===== src/rtl/benchmark1_sched_if.sv =====
// Purpose : bundles the two request ports, the datapath operand/result wires,
//           the response port and the statistics outputs of benchmark1_sched.
// Ports   : master = requesters/consumer/datapath side, slave = scheduler side.
// Backpressure: req*_ready and rsp_ready carry the flow control.
interface benchmark1_sched_if #(
    parameter int CNT_W = 8
) ();
    logic             req0_valid;
    logic [5:0]       req0_a;
    logic [5:0]       req0_b;
    logic             req0_ready;
    logic             req1_valid;
    logic [5:0]       req1_a;
    logic [5:0]       req1_b;
    logic             req1_ready;
    logic [5:0]       dp_a;
    logic [5:0]       dp_b;
    logic             dp_out;
    logic             rsp_valid;
    logic             rsp_id;
    logic             rsp_data;
    logic             rsp_ready;
    logic             busy;
    logic [CNT_W-1:0] gnt_cnt0;
    logic [CNT_W-1:0] gnt_cnt1;

    modport master (
        output req0_valid, req0_a, req0_b,
        input  req0_ready,
        output req1_valid, req1_a, req1_b,
        input  req1_ready,
        input  dp_a, dp_b,
        output dp_out,
        input  rsp_valid, rsp_id, rsp_data,
        output rsp_ready,
        input  busy, gnt_cnt0, gnt_cnt1
    );

    modport slave (
        input  req0_valid, req0_a, req0_b,
        output req0_ready,
        input  req1_valid, req1_a, req1_b,
        output req1_ready,
        output dp_a, dp_b,
        input  dp_out,
        output rsp_valid, rsp_id, rsp_data,
        input  rsp_ready,
        output busy, gnt_cnt0, gnt_cnt1
    );
endinterface


===== src/rtl/benchmark1_sched.sv =====
// Purpose : two-requester round-robin scheduler sharing one registered XOR-reduction
//           datapath; returns the result bit tagged with the requester id.
// Latency : accept at edge T -> rsp_valid from edge T+1+DP_LAT; issue interval DP_LAT+3.
// Backpressure: one op in flight; req*_ready only in IDLE, RESP holds until rsp_ready.
// Ports   : clock, reset (async active-high), bus (benchmark1_sched_if.slave).
module benchmark1_sched #(
    parameter int DP_LAT    = 1,
    parameter int CNT_W     = 8,
    parameter int PRIO_INIT = 0
) (
    input  logic             clock,
    input  logic             reset,
    benchmark1_sched_if.slave bus
);
    typedef enum logic [1:0] {IDLE, ISSUE, WAIT, RESP} state_t;

    localparam logic       PRIO_BIT = (PRIO_INIT != 0);
    localparam logic [3:0] LAT_LOAD = 4'(DP_LAT);

    state_t     state;
    state_t     state_nxt;
    logic       win0;
    logic       win1;
    logic       last_gnt;
    logic       cur_id;
    logic [3:0] wait_cnt;

    always_ff @(posedge clock or posedge reset) begin
        if (reset) begin
            state <= IDLE;
        end else begin
            state <= state_nxt;
        end
    end

    // Arbitration: a lone valid always wins; on a tie the requester that was
    // not granted last wins. Ready implies valid, so win doubles as handshake.
    always_comb begin
        state_nxt = state;
        win0      = 1'b0;
        win1      = 1'b0;
        case (state)
            IDLE: begin
                win0 = bus.req0_valid && (!bus.req1_valid || last_gnt);
                win1 = bus.req1_valid && (!bus.req0_valid || !last_gnt);
                if (win0 || win1) begin
                    state_nxt = ISSUE;
                end
            end
            ISSUE: state_nxt = WAIT;
            WAIT: begin
                if (wait_cnt == 4'd0) begin
                    state_nxt = RESP;
                end
            end
            RESP: begin
                if (bus.rsp_ready) begin
                    state_nxt = IDLE;
                end
            end
            default: state_nxt = IDLE;
        endcase
    end

    assign bus.req0_ready = win0;
    assign bus.req1_ready = win1;
    assign bus.busy       = (state != IDLE);

    always_ff @(posedge clock or posedge reset) begin
        if (reset) begin
            bus.dp_a      <= 6'd0;
            bus.dp_b      <= 6'd0;
            bus.rsp_valid <= 1'b0;
            bus.rsp_id    <= 1'b0;
            bus.rsp_data  <= 1'b0;
            bus.gnt_cnt0  <= '0;
            bus.gnt_cnt1  <= '0;
            wait_cnt      <= 4'd0;
            cur_id        <= 1'b0;
            last_gnt      <= ~PRIO_BIT;
        end else begin
            case (state)
                IDLE: begin
                    if (win0 || win1) begin
                        bus.dp_a <= win0 ? bus.req0_a : bus.req1_a;
                        bus.dp_b <= win0 ? bus.req0_b : bus.req1_b;
                        cur_id   <= win1;
                        last_gnt <= win1;
                        wait_cnt <= LAT_LOAD;
                        if (win0 && bus.gnt_cnt0 != '1) begin
                            bus.gnt_cnt0 <= bus.gnt_cnt0 + CNT_W'(1);
                        end
                        if (win1 && bus.gnt_cnt1 != '1) begin
                            bus.gnt_cnt1 <= bus.gnt_cnt1 + CNT_W'(1);
                        end
                    end
                end
                // ISSUE already counts as one cycle of datapath latency.
                ISSUE: wait_cnt <= wait_cnt - 4'd1;
                WAIT: begin
                    if (wait_cnt == 4'd0) begin
                        bus.rsp_data  <= bus.dp_out;
                        bus.rsp_id    <= cur_id;
                        bus.rsp_valid <= 1'b1;
                    end else begin
                        wait_cnt <= wait_cnt - 4'd1;
                    end
                end
                RESP: begin
                    if (bus.rsp_ready) begin
                        bus.rsp_valid <= 1'b0;
                    end
                end
                default: ;
            endcase
        end
    end
endmodule


===== src/flat_wrapper.sv =====
// flat-port wrapper written by rule: the top's interface ports become plain ports
module benchmark1_sched_flat 
#(
    parameter int DP_LAT    = 1,
    parameter int CNT_W     = 8,
    parameter int PRIO_INIT = 0
)
  (clock, reset, bus_req0_valid, bus_req0_a, bus_req0_b, bus_req0_ready, bus_req1_valid, bus_req1_a, bus_req1_b, bus_req1_ready, bus_dp_a, bus_dp_b, bus_dp_out, bus_rsp_valid, bus_rsp_id, bus_rsp_data, bus_rsp_ready, bus_busy, bus_gnt_cnt0, bus_gnt_cnt1);
  benchmark1_sched_if #(.CNT_W(CNT_W)) bus_i ();
  input  logic clock;
  input  logic reset;
  input wire logic [$bits(bus_i.req0_valid)-1:0] bus_req0_valid;
  input wire logic [$bits(bus_i.req0_a)-1:0] bus_req0_a;
  input wire logic [$bits(bus_i.req0_b)-1:0] bus_req0_b;
  output wire logic [$bits(bus_i.req0_ready)-1:0] bus_req0_ready;
  input wire logic [$bits(bus_i.req1_valid)-1:0] bus_req1_valid;
  input wire logic [$bits(bus_i.req1_a)-1:0] bus_req1_a;
  input wire logic [$bits(bus_i.req1_b)-1:0] bus_req1_b;
  output wire logic [$bits(bus_i.req1_ready)-1:0] bus_req1_ready;
  output wire logic [$bits(bus_i.dp_a)-1:0] bus_dp_a;
  output wire logic [$bits(bus_i.dp_b)-1:0] bus_dp_b;
  input wire logic [$bits(bus_i.dp_out)-1:0] bus_dp_out;
  output wire logic [$bits(bus_i.rsp_valid)-1:0] bus_rsp_valid;
  output wire logic [$bits(bus_i.rsp_id)-1:0] bus_rsp_id;
  output wire logic [$bits(bus_i.rsp_data)-1:0] bus_rsp_data;
  input wire logic [$bits(bus_i.rsp_ready)-1:0] bus_rsp_ready;
  output wire logic [$bits(bus_i.busy)-1:0] bus_busy;
  output wire logic [$bits(bus_i.gnt_cnt0)-1:0] bus_gnt_cnt0;
  output wire logic [$bits(bus_i.gnt_cnt1)-1:0] bus_gnt_cnt1;
  assign bus_i.req0_valid = bus_req0_valid;
  assign bus_i.req0_a = bus_req0_a;
  assign bus_i.req0_b = bus_req0_b;
  assign bus_req0_ready = bus_i.req0_ready;
  assign bus_i.req1_valid = bus_req1_valid;
  assign bus_i.req1_a = bus_req1_a;
  assign bus_i.req1_b = bus_req1_b;
  assign bus_req1_ready = bus_i.req1_ready;
  assign bus_dp_a = bus_i.dp_a;
  assign bus_dp_b = bus_i.dp_b;
  assign bus_i.dp_out = bus_dp_out;
  assign bus_rsp_valid = bus_i.rsp_valid;
  assign bus_rsp_id = bus_i.rsp_id;
  assign bus_rsp_data = bus_i.rsp_data;
  assign bus_i.rsp_ready = bus_rsp_ready;
  assign bus_busy = bus_i.busy;
  assign bus_gnt_cnt0 = bus_i.gnt_cnt0;
  assign bus_gnt_cnt1 = bus_i.gnt_cnt1;
  benchmark1_sched #(.DP_LAT(DP_LAT), .CNT_W(CNT_W), .PRIO_INIT(PRIO_INIT)) u_core (.clock(clock), .reset(reset), .bus(bus_i));
endmodule

===== config.mk =====
export PLATFORM = sky130hd
export DESIGN_NAME = benchmark1_sched_flat
export DESIGN_NICKNAME = d
export VERILOG_FILES = /design/src/rtl/benchmark1_sched_if.sv /design/src/rtl/benchmark1_sched.sv /design/src/flat_wrapper.sv
export SDC_FILE = /design/constraint.sdc
export NUM_CORES = 1
export LEC_CHECK = 0
export ABC_AREA = 0
export BUFFER_PORTS_ARGS = -buffer_cell sky130_fd_sc_hd__buf_2
export CAP_MARGIN = 25
export CORE_MARGIN = 5
export CORE_UTILIZATION = 40
export CTS_BUF_LIST = sky130_fd_sc_hd__clkbuf_4
export DETAILED_ROUTE_END_ITERATION = 8
export PLACE_DENSITY_LB_ADDON = 0.05
export SLEW_MARGIN = 5
export SYNTH_ARGS = -nofsm -noshare
export SYNTH_HDL_FRONTEND = slang
export SYNTH_SLANG_ARGS = --single-unit

===== constraint.sdc =====
create_clock -name clock -period 1.74 [get_ports clock]
set_input_delay 0.261 -clock clock [delete_from_list [all_inputs] [get_ports clock]]
set_output_delay 0.261 -clock clock [all_outputs]
set_load 0.01 [all_outputs]

==> run metrics <==
top_reg_cell synth dfrtp_1; Final min period 1790 ps; Inserted Diodes 0; period utilization 103%; worst-case vdd ir drop 0.847 mV; Leak 0.00138 uW; placed insts 355; Routed Wire Length 4990 um; grt total ovfl 0; failing checks setup timing; Routed Antenna Nets 0; Max-Cap Viols 0; largest net degree at the start of global routing 40; max-slew violations 0; core footprint 0.00507 sq mm; Syn Inst Count 209; Num CTS Buffers 5; ys async rst share 100%; Fmax achieved 557 MHz; Synth top area share 45.9%; Min-Delay Path Class input pin to async pin; synth unique cells 33; CTS tree built; syn_area_per_cell about 9.9 sq um; RSZ-0062 raised after global routing true; CP max FO 8; # fillers 496; die area between 0.006 and 0.007 sq mm; number of hold buffers added after cts 0; clk sink count 39; Final Instance Count excl. Fillers 372; status finished with violations; Initial Util 40.8%; CTS root buffer clkbuf_4; clk buf depth 2; die width between 80 and 90 um; Std-Cell Rows 26; WP data arrival slightly above 2000 ps; routed len/inst about 13 um; Pwr per Cell Area 1540 mW/mm^2; CP Capture Type register; net count after synthesis approximately 250; 1st-iter DRT viols 47; Core Util, Final between 50% and 60%; number of flops mapped to enable cells by yosys 0; I/O Buffers 63; via count 1860; count leader, synth nand2_1; Commonest cells post-synth nand2_1 (45), dfrtp_1 (38), a21oi_1 (13); GRT Util Overall approximately 15%; skew final 13.6 ps; yosys warns 0; Setup WS post-layout -53.9 ps; Placer Congestion 0.755; Yosys reg bits 39; I/O pins 64; mapped cell area 0.00207 sq mm; cell taking the most area after synthesis dfrtp_1; Pre-antenna DRT Iters 4; setup TNS -107 ps; DRC 0; initial antenna violation count 0; Area Growth Syn to Fin 38.9%; vias in the first global route 1741; Hold Fails Final Rpt 0; CP required 1980 ps; first-pass GRT wire length 7820 um; worst slack at placement -38.4 ps; die height 81.9 um; total power 4410 uW; Seq/Total Area, Yosys 47.2%; Slew @ Worst Pin 503 ps; Final Net Count 340; layout cells sized above 1 45.0%; Skew-Pair Late Insertion Delay 350 ps; Vias/cell around 5.0; crit start category register; synth top area cells dfrtp_1 (46%), nand2_1 (8.2%), mux2_2 (6.0%), ha_1 (5.4%), a41oi_1 (5.1%); hpwl dp between 3000 and 4000 um; htree depth 2; Slew HR around two thirds; clock-pin slew of the registers on the worst-case setup and hold paths 120 ps; Final setup viols 3; critical path class register to register
==> path summary, 6_finish.rpt <==
| path | startpoint | end | slack [ps] | depth (start not counted) |
|---|---|---|---|---|
| worst max-delay path | u_core.state[1] | u_core.bus.gnt_cnt1[6] | -50 | 7 |
| worst min-delay path | reset | u_core.state[0] | 8 | 3 |
| worst max register to register | u_core.state[1] | u_core.bus.gnt_cnt1[6] | -50 | 7 |
| worst min register to register | u_core.bus.gnt_cnt0[3] | u_core.bus.gnt_cnt0[3] | 520 | 1 |
| max in group asynchronous | reset | u_core.last_gnt | 1360 | 3 |
| min in group clock | bus_dp_out | u_core.bus.rsp_data | 140 | 2 |
==> area by class of cell <==
type	count	area, sq um	share of cell area [%]
Timing Repair Buffer	93	584	20.3
Clock buffer	6	45.0	1.57
Clock inverter	2	7.51	0.261
Tap cell	70	87.6	3.05
Inverter	10	40.0	1.39
Multi-Input combinational cell	152	1130	39.4
Sequential cell	39	977	34.0
==> where the power goes <==
| part | total (uW) | internal [uW] | switching (uW) |
|---|---|---|---|
| combinational | 2450 | 1220 | 1220 |
| sequential | 1500 | 1260 | 242 |
| clock | 462 | 166 | 296 |
==> per-layer routing <==
metal / GRT usage, % / up-vias / part of all wire [%]
li1: - / 931 / -
met1: 19.8 / 884 / 46
met2: 24.2 / 37 / 49
met3: 4.28 / 8 / 4.2
met4: 3.99 / 0 / 1.4
met5: 0 / - / 0
==> repair_timing <==
item                       in CTS  in global routing
pin swaps                       3                  2
gates cloned                    0                  0
setup endpoints to repair      10                 15
setup buffers                   8                  2
resized for setup              18                 12
==> layout by cell type, fill, tap and decap left out, types with 2 or more instances in the layout <==
cell | synthesis | routed
a21oi_1 | 13 | 12
a221oi_2 | 0 | 2
a41oi_1 | 12 | 12
buf_2 | 5 | 61
buf_4 | 0 | 24
buf_6 | 1 | 7
clkbuf_4 | 0 | 6
clkinv_1 | 0 | 2
dfrtp_1 | 38 | 38
ha_1 | 9 | 7
ha_4 | 0 | 2
inv_1 | 9 | 6
inv_2 | 0 | 3
mux2_2 | 11 | 9
mux2_4 | 0 | 3
mux2i_1 | 2 | 2
nand2_1 | 45 | 44
nand2b_1 | 4 | 3
nand3_1 | 9 | 7
nand3_2 | 0 | 2
nand3b_1 | 4 | 4
nor2_1 | 7 | 4
nor2_4 | 0 | 3
nor2b_1 | 2 | 2
nor3_1 | 7 | 5
nor3_2 | 0 | 2
nor4_2 | 1 | 2
o211ai_1 | 2 | 2
o21ai_0 | 6 | 6
xor2_1 | 5 | 5
==> registers in the layout (all words and copies together) (netlist names) <==
register              count
u_core.cur_id             1
u_core.state              2
u_core.bus.dp_b           6
u_core.wait_cnt           4
u_core.bus.rsp_data       1
u_core.bus.gnt_cnt0       8
u_core.bus.rsp_id         1
u_core.bus.dp_a           6
u_core.last_gnt           1
u_core.bus.rsp_valid      1
u_core.bus.gnt_cnt1       8
==> worst max-delay path, cell delays in order, from the launching register on <==
cell	delay, ps
dfrtp_1	410
inv_2	120
ha_4	160
buf_6	100
inv_4	30
a211o_4	340
nor4_2	160
mux2_2	350
==> cells by family after synthesis <==
kind of cell / after synthesis / share of synthesized area (%)
compound gates: 39 / 13.2
xor+xnor: 5 / 2.12
fa+ha+maj: 9 / 5.44
buf+inv: 18 / 4.05
flops: 39 / 47.2
mux: 15 / 8.04
simple gates: 84 / 19.9
==> through the flow <==
step,instance area [sq um],hold slack (ps)
6_report,2870,8.49
5_1_grt,2870,49.1
4_1_cts,2810,19.0
3_5_place_dp,2610,419
3_3_place_gp,2610,414
2_1_floorplan,2080,393
No activity file was read; power rests on OpenSTA's default activity.
